**config.mk**
```make
export PLATFORM = sky130hd
export DESIGN_NAME = query_result_collector
export DESIGN_NICKNAME = d
export VERILOG_FILES = /design/src/rtl/query_result_collector.sv
export SDC_FILE = /design/constraint.sdc
export NUM_CORES = 1
export LEC_CHECK = 0
export ABC_AREA = 1
export CORE_AREA = 4 4 106 148
export DETAILED_ROUTE_END_ITERATION = 16
export DIE_AREA = 0 0 110 152
export PLACE_DENSITY = 0.86
export RECOVER_POWER = 100
export SETUP_SLACK_MARGIN = 0.05
export SLEW_MARGIN = 20
export SYNTH_ARGS = -nofsm -noshare
export SYNTH_HDL_FRONTEND = slang
export SYNTH_SLANG_ARGS = --single-unit
```
**constraint.sdc**
```tcl
create_clock -name clk -period 7.4 [get_ports clk]
set_clock_uncertainty 0.1 [all_clocks]
set_input_delay 1.11 -clock clk [delete_from_list [all_inputs] [get_ports clk]]
set_output_delay 1.11 -clock clk [all_outputs]
set_load 0.01 [all_outputs]
```
**src/rtl/query_result_collector.sv**
```systemverilog
// query_result_collector
//   Closes one record per query from the per-target score stream and buffers
//   the records in a small FIFO drained through a valid/ready handshake, so
//   host back-pressure never stalls the upstream array.
//
// Ports
//   clk, rst        single clock, synchronous active-high reset
//   valid_i         one target's score is valid this cycle (counted)
//   result_i        per-target score, informational only
//   max_result_i    running best score of the current query
//   match_idx_i     target index of that best score
//   change_q_i      1-cycle end-of-query pulse (closes the record)
//   threshold_i     hit threshold, quasi-static
//   out_valid_o     head record available
//   out_ready_i     consumer accepts head record
//   q_id_o, score_o, idx_o, t_count_o, hit_o   head record payload
//   overflow_o      sticky: a record was dropped because the FIFO was full

`ifndef CALC_BIT
`define CALC_BIT 16
`endif
`ifndef MAX_T_NUM_BIT
`define MAX_T_NUM_BIT 8
`endif

module query_result_collector #(
  parameter int SCORE_W = `CALC_BIT,
  parameter int IDX_W   = `MAX_T_NUM_BIT,
  parameter int QID_W   = 8,
  parameter int DEPTH   = 4
) (
  input  logic               clk,
  input  logic               rst,
  input  logic               valid_i,
  input  logic [SCORE_W-1:0] result_i,
  input  logic [SCORE_W-1:0] max_result_i,
  input  logic [IDX_W-1:0]   match_idx_i,
  input  logic               change_q_i,
  input  logic [SCORE_W-1:0] threshold_i,
  output logic               out_valid_o,
  input  logic               out_ready_i,
  output logic [QID_W-1:0]   q_id_o,
  output logic [SCORE_W-1:0] score_o,
  output logic [IDX_W-1:0]   idx_o,
  output logic [IDX_W:0]     t_count_o,
  output logic               hit_o,
  output logic               overflow_o
);

  localparam int AW = $clog2(DEPTH);
  localparam int CW = IDX_W + 1;

  localparam logic [CW-1:0]    CNT_ONE = {{(CW-1){1'b0}}, 1'b1};
  localparam logic [QID_W-1:0] QID_ONE = {{(QID_W-1){1'b0}}, 1'b1};
  localparam logic [AW:0]      PTR_ONE = {{AW{1'b0}}, 1'b1};

  // Target counter holds at all-ones instead of wrapping.
  function automatic logic [CW-1:0] sat_inc(input logic [CW-1:0] v);
    if (&v) return v;
    return v + CNT_ONE;
  endfunction

  // The per-target score is not part of the record.
  logic unused_result;
  assign unused_result = ^result_i;

  logic [CW-1:0]    t_cnt_p0;
  logic [QID_W-1:0] qid_p0;
  logic [AW:0]      wr_ptr_p1;
  logic [AW:0]      rd_ptr_p1;
  logic             overflow_p1;

  logic [QID_W-1:0]   qid_mem_p1   [DEPTH];
  logic [SCORE_W-1:0] score_mem_p1 [DEPTH];
  logic [IDX_W-1:0]   idx_mem_p1   [DEPTH];
  logic [CW-1:0]      cnt_mem_p1   [DEPTH];
  logic               hit_mem_p1   [DEPTH];

  logic empty;
  logic full;
  logic pop;
  logic vld_p0;
  logic hit_p0;

  assign empty  = (wr_ptr_p1 == rd_ptr_p1);
  // Same slot, opposite wrap bit: every entry is occupied.
  assign full   = (wr_ptr_p1[AW] != rd_ptr_p1[AW]) &&
                  (wr_ptr_p1[AW-1:0] == rd_ptr_p1[AW-1:0]);
  assign pop    = !empty && out_ready_i;
  // A pop at the same edge frees the head slot, so a full FIFO still accepts.
  assign vld_p0 = change_q_i && (!full || pop);
  assign hit_p0 = (max_result_i >= threshold_i);

  // ---- stage p0: per-query counting and close ----
  always_ff @(posedge clk) begin
    if (rst) begin
      t_cnt_p0 <= '0;
      qid_p0   <= '0;
    end else if (change_q_i) begin
      t_cnt_p0 <= '0;
      qid_p0   <= qid_p0 + QID_ONE;
    end else if (valid_i) begin
      t_cnt_p0 <= sat_inc(t_cnt_p0);
    end
  end

  // ---- stage p1: record FIFO ----
  always_ff @(posedge clk) begin
    if (rst) begin
      wr_ptr_p1   <= '0;
      rd_ptr_p1   <= '0;
      overflow_p1 <= 1'b0;
    end else begin
      if (vld_p0) wr_ptr_p1 <= wr_ptr_p1 + PTR_ONE;
      if (pop)    rd_ptr_p1 <= rd_ptr_p1 + PTR_ONE;
      if (change_q_i && !vld_p0) overflow_p1 <= 1'b1;
    end
  end

  always_ff @(posedge clk) begin
    if (!rst && vld_p0) begin
      qid_mem_p1[wr_ptr_p1[AW-1:0]]   <= qid_p0;
      score_mem_p1[wr_ptr_p1[AW-1:0]] <= max_result_i;
      idx_mem_p1[wr_ptr_p1[AW-1:0]]   <= match_idx_i;
      cnt_mem_p1[wr_ptr_p1[AW-1:0]]   <= t_cnt_p0;
      hit_mem_p1[wr_ptr_p1[AW-1:0]]   <= hit_p0;
    end
  end

  // ---- output: head entry, forced to zero while empty ----
  always_comb begin
    q_id_o    = '0;
    score_o   = '0;
    idx_o     = '0;
    t_count_o = '0;
    hit_o     = 1'b0;
    if (!empty) begin
      q_id_o    = qid_mem_p1[rd_ptr_p1[AW-1:0]];
      score_o   = score_mem_p1[rd_ptr_p1[AW-1:0]];
      idx_o     = idx_mem_p1[rd_ptr_p1[AW-1:0]];
      t_count_o = cnt_mem_p1[rd_ptr_p1[AW-1:0]];
      hit_o     = hit_mem_p1[rd_ptr_p1[AW-1:0]];
    end
  end

  assign out_valid_o = !empty;
  assign overflow_o  = overflow_p1;

endmodule

```
==> reports/results.ini <==
[cells_and_area]
regArea_um2 = 5570
layout.filler_cells = 903
multi_input_area_um2 = 2350
final_cell_mix = 168 x edfxtp_1, 99 x nand2_1, 91 x inv_1
layout.cells.most_common = edfxtp_1
finish.net_count = 871
antenna_cells = 0
post_route_cells_drive_above_1_share_pct = 8.51
area_growth_pct = 18.0
finish.instance_area_um2 = 10000

[grt]
grt_util_all_layers_pct = 21.8
first_global_vias = 5780
grt_pass1_wl_um = 27900
pin_count_of_the_biggest_net_entering_global_routing = 86
grt_antenna_before_repair = 1
grt_overflow = 0

[timing]
timing.fmax_mhz = 209
finalSetupViolCount = 0
slew_headroom_pct = -90.0
finalWorstPathRequiredPeriod_ps = 4790
setup_tns_ps = 0
hold_violations = 0
worstMarginPinSlew_ps = 2850
grt_setup_unrepaired = false
finalCritPeriodShare_pct = 64.7
final_count_of_pins_violating_max_slew = 220

[route]
routed-via-count = 5538
finalWirelength_um = 17500
detail_route.wl_per_cell_um = 17.7
pre_antenna_drt_iters = 5
postRouteAntennaNets = 0
routed_via_density = 5.61
drc = 0
first_iter_violations = 350

[synth]
yosysTopAreaCellShare_pct = 59.3
ys_ff_latch = 194
syn-instance-count = 702
mappedNetlistArea_um2 = 8500
yosysTopAreaCell = edfxtp_1
synth.yosys.seq_area_share_pct = 65.4
synth_cell_types = 28
synth_warn = 0
ys_top_cells_by_area = edfxtp_1 59%, dfxtp_1 6.1%, mux2i_1 4.9%
post_synth.cell_area_avg_um2 = 12.1
synth_nets = 787

[clocking]
number_of_clock_sinks_seen_by_cts = 194
cts_max_level = 4
cts_resized = 0
holdBufCountCts = 0
tritoncts = built
cts_setup_buffers = 0
cts.reportedPaths.clkPinSlew_ps = 70
cts_root_buf = clkbuf_16
later_pin_clock_latency_in_the_skew_report_ps = 430
tritoncts.num_buffers = 17
ctsLongestPathBuffers = 2

[placement]
placed_area_um2 = 9430
gp_congestion = 0.856
dp.final_hpwl_um = 10300
port_buffers = 88

[worst_setup_path]
critical_path.startpoint = rst
worstPathMaxFanout = 42
rr_worst_depth = 8
required_ps = 7280
critical_path.reg2reg.startpoint = wr_ptr_p1[1]
critical_path_arrival_ps = 4660
path_class = in -> reg
timing.critical_path.from_type = input pin
critical_path.endpoint_type = flip-flop

[die]
die_width_um = 110
row_count = 52
fp.dieArea_um2 = 16700
coreArea_um2 = 14400
die_y_um = 152
initial_core_util_pct = 59.1
top_level_ports = 105

[worst_hold_path]
timing.hold.worst.class = reg -> reg
worst_hold_path.num_cells = 1
worst_hold_startpoint = overflow_o

[pwr]
leakagePower_nw = 3.95
design_power_total_mw = 2.61
ir_worst_vdd_uv = 246
p_per_area_nw_per_um2 = 260

[status]
run_status = finished, violations left
failed_checks = capacitance limit, slew limit

[flow_run]
drv.max_cap_violation_count = 5

-- cells by family (layout without fill, tap and decap cells) --
logic type / Yosys count / count (layout) / synth area share (%)
simple gates: 199 / 199 / 9.53
flops: 194 / 194 / 65.4
buf+inv: 122 / 219 / 7.24
compound gates: 118 / 118 / 9.00
mux: 42 / 42 / 4.94
fa+ha+maj: 24 / 24 / 3.53
xor+xnor: 3 / 3 / 0.309
-- state kept, by name, indices dropped and copies added, names as in the netlist, named ones only --
register and cells:
t_cnt_p0 9, hit_mem_p1 4, rd_ptr_p1 3, cnt_mem_p1 36, overflow_o 1, score_mem_p1 64
idx_mem_p1 32, qid_mem_p1 32, wr_ptr_p1 3, qid_p0 8
-- power by group --
| part | total (mW) | internal, mW | switching (mW) |
|---|---|---|---|
| clock network | 0.910 | 0.509 | 0.401 |
| logic | 0.464 | 0.197 | 0.267 |
| registers | 1.24 | 1.21 | 0.0222 |
| total | 2.61 | 1.92 | 0.689 |
-- worst paths after layout --
kind	endpoint	slack, ps
worst max-delay path	score_mem_p1[3][5]	2610
worst min-delay path	overflow_o	370
worst max register to register	score_mem_p1[3][5]	3470
worst min register to register	overflow_o	370
-- area by class of cell --
cell class,instances,share of cell area (%)
inverter,93,3.50
clock buffer,19,4.74
multi-input combinational,386,23.4
clock inverter,13,1.16
timing repair buffer,94,9.28
tap,189,2.36
sequential,194,55.5
-- stage by stage --
step	cells	hold WS, ps	util [%]	worst slack, ps
2_1_floorplan	702	360	-	3530
3_3_place_gp	955	357	65.6	3580
3_5_place_dp	955	358	65.6	3510
4_1_cts	987	380	69.7	3030
5_1_grt	988	400	69.8	2370
6_report	988	368	69.8	2610
-- Yosys cell counts --
cell	count
edfxtp_1	168
nand2_1	99
inv_1	90
nor2_1	68
o21ai_0	43
mux2i_1	42
dfxtp_1	26
ha_1	24
o22ai_1	24
a21oi_1	19
o22ai_2	18
buf_6	11
nand3_1	11
o21ai_1	10
nor2_2	9
buf_2	6
clkbuf_1	6
nor3_1	6
buf_12	4
nand4_1	4
xor2_1	3
buf_1	2
inv_2	2
o21a_1	2
o21bai_1	2
inv_4	1
nand3_2	1
nand3b_1	1
-- per-layer routing --
| metal | GRT usage, % | up-vias | share of wire, % |
|---|---|---|---|
| met3 | 4.46 | 37 | 4.9 |
| met1 | 24.6 | 2708 | 37 |
| met4 | 8.50 | 2 | 2.2 |
| met2 | 39.5 | 190 | 55 |
| met5 | 0 | - | 0.074 |
| li1 | - | 2601 | - |
-- worst max-delay path, cell delays in order --
cell and delay (ps):
dlygate4sd3_1 650, inv_1 320, nand3_1 380, nor2_4 160
clkbuf_1 2030
No activity file was read; power rests on OpenSTA's default activity.
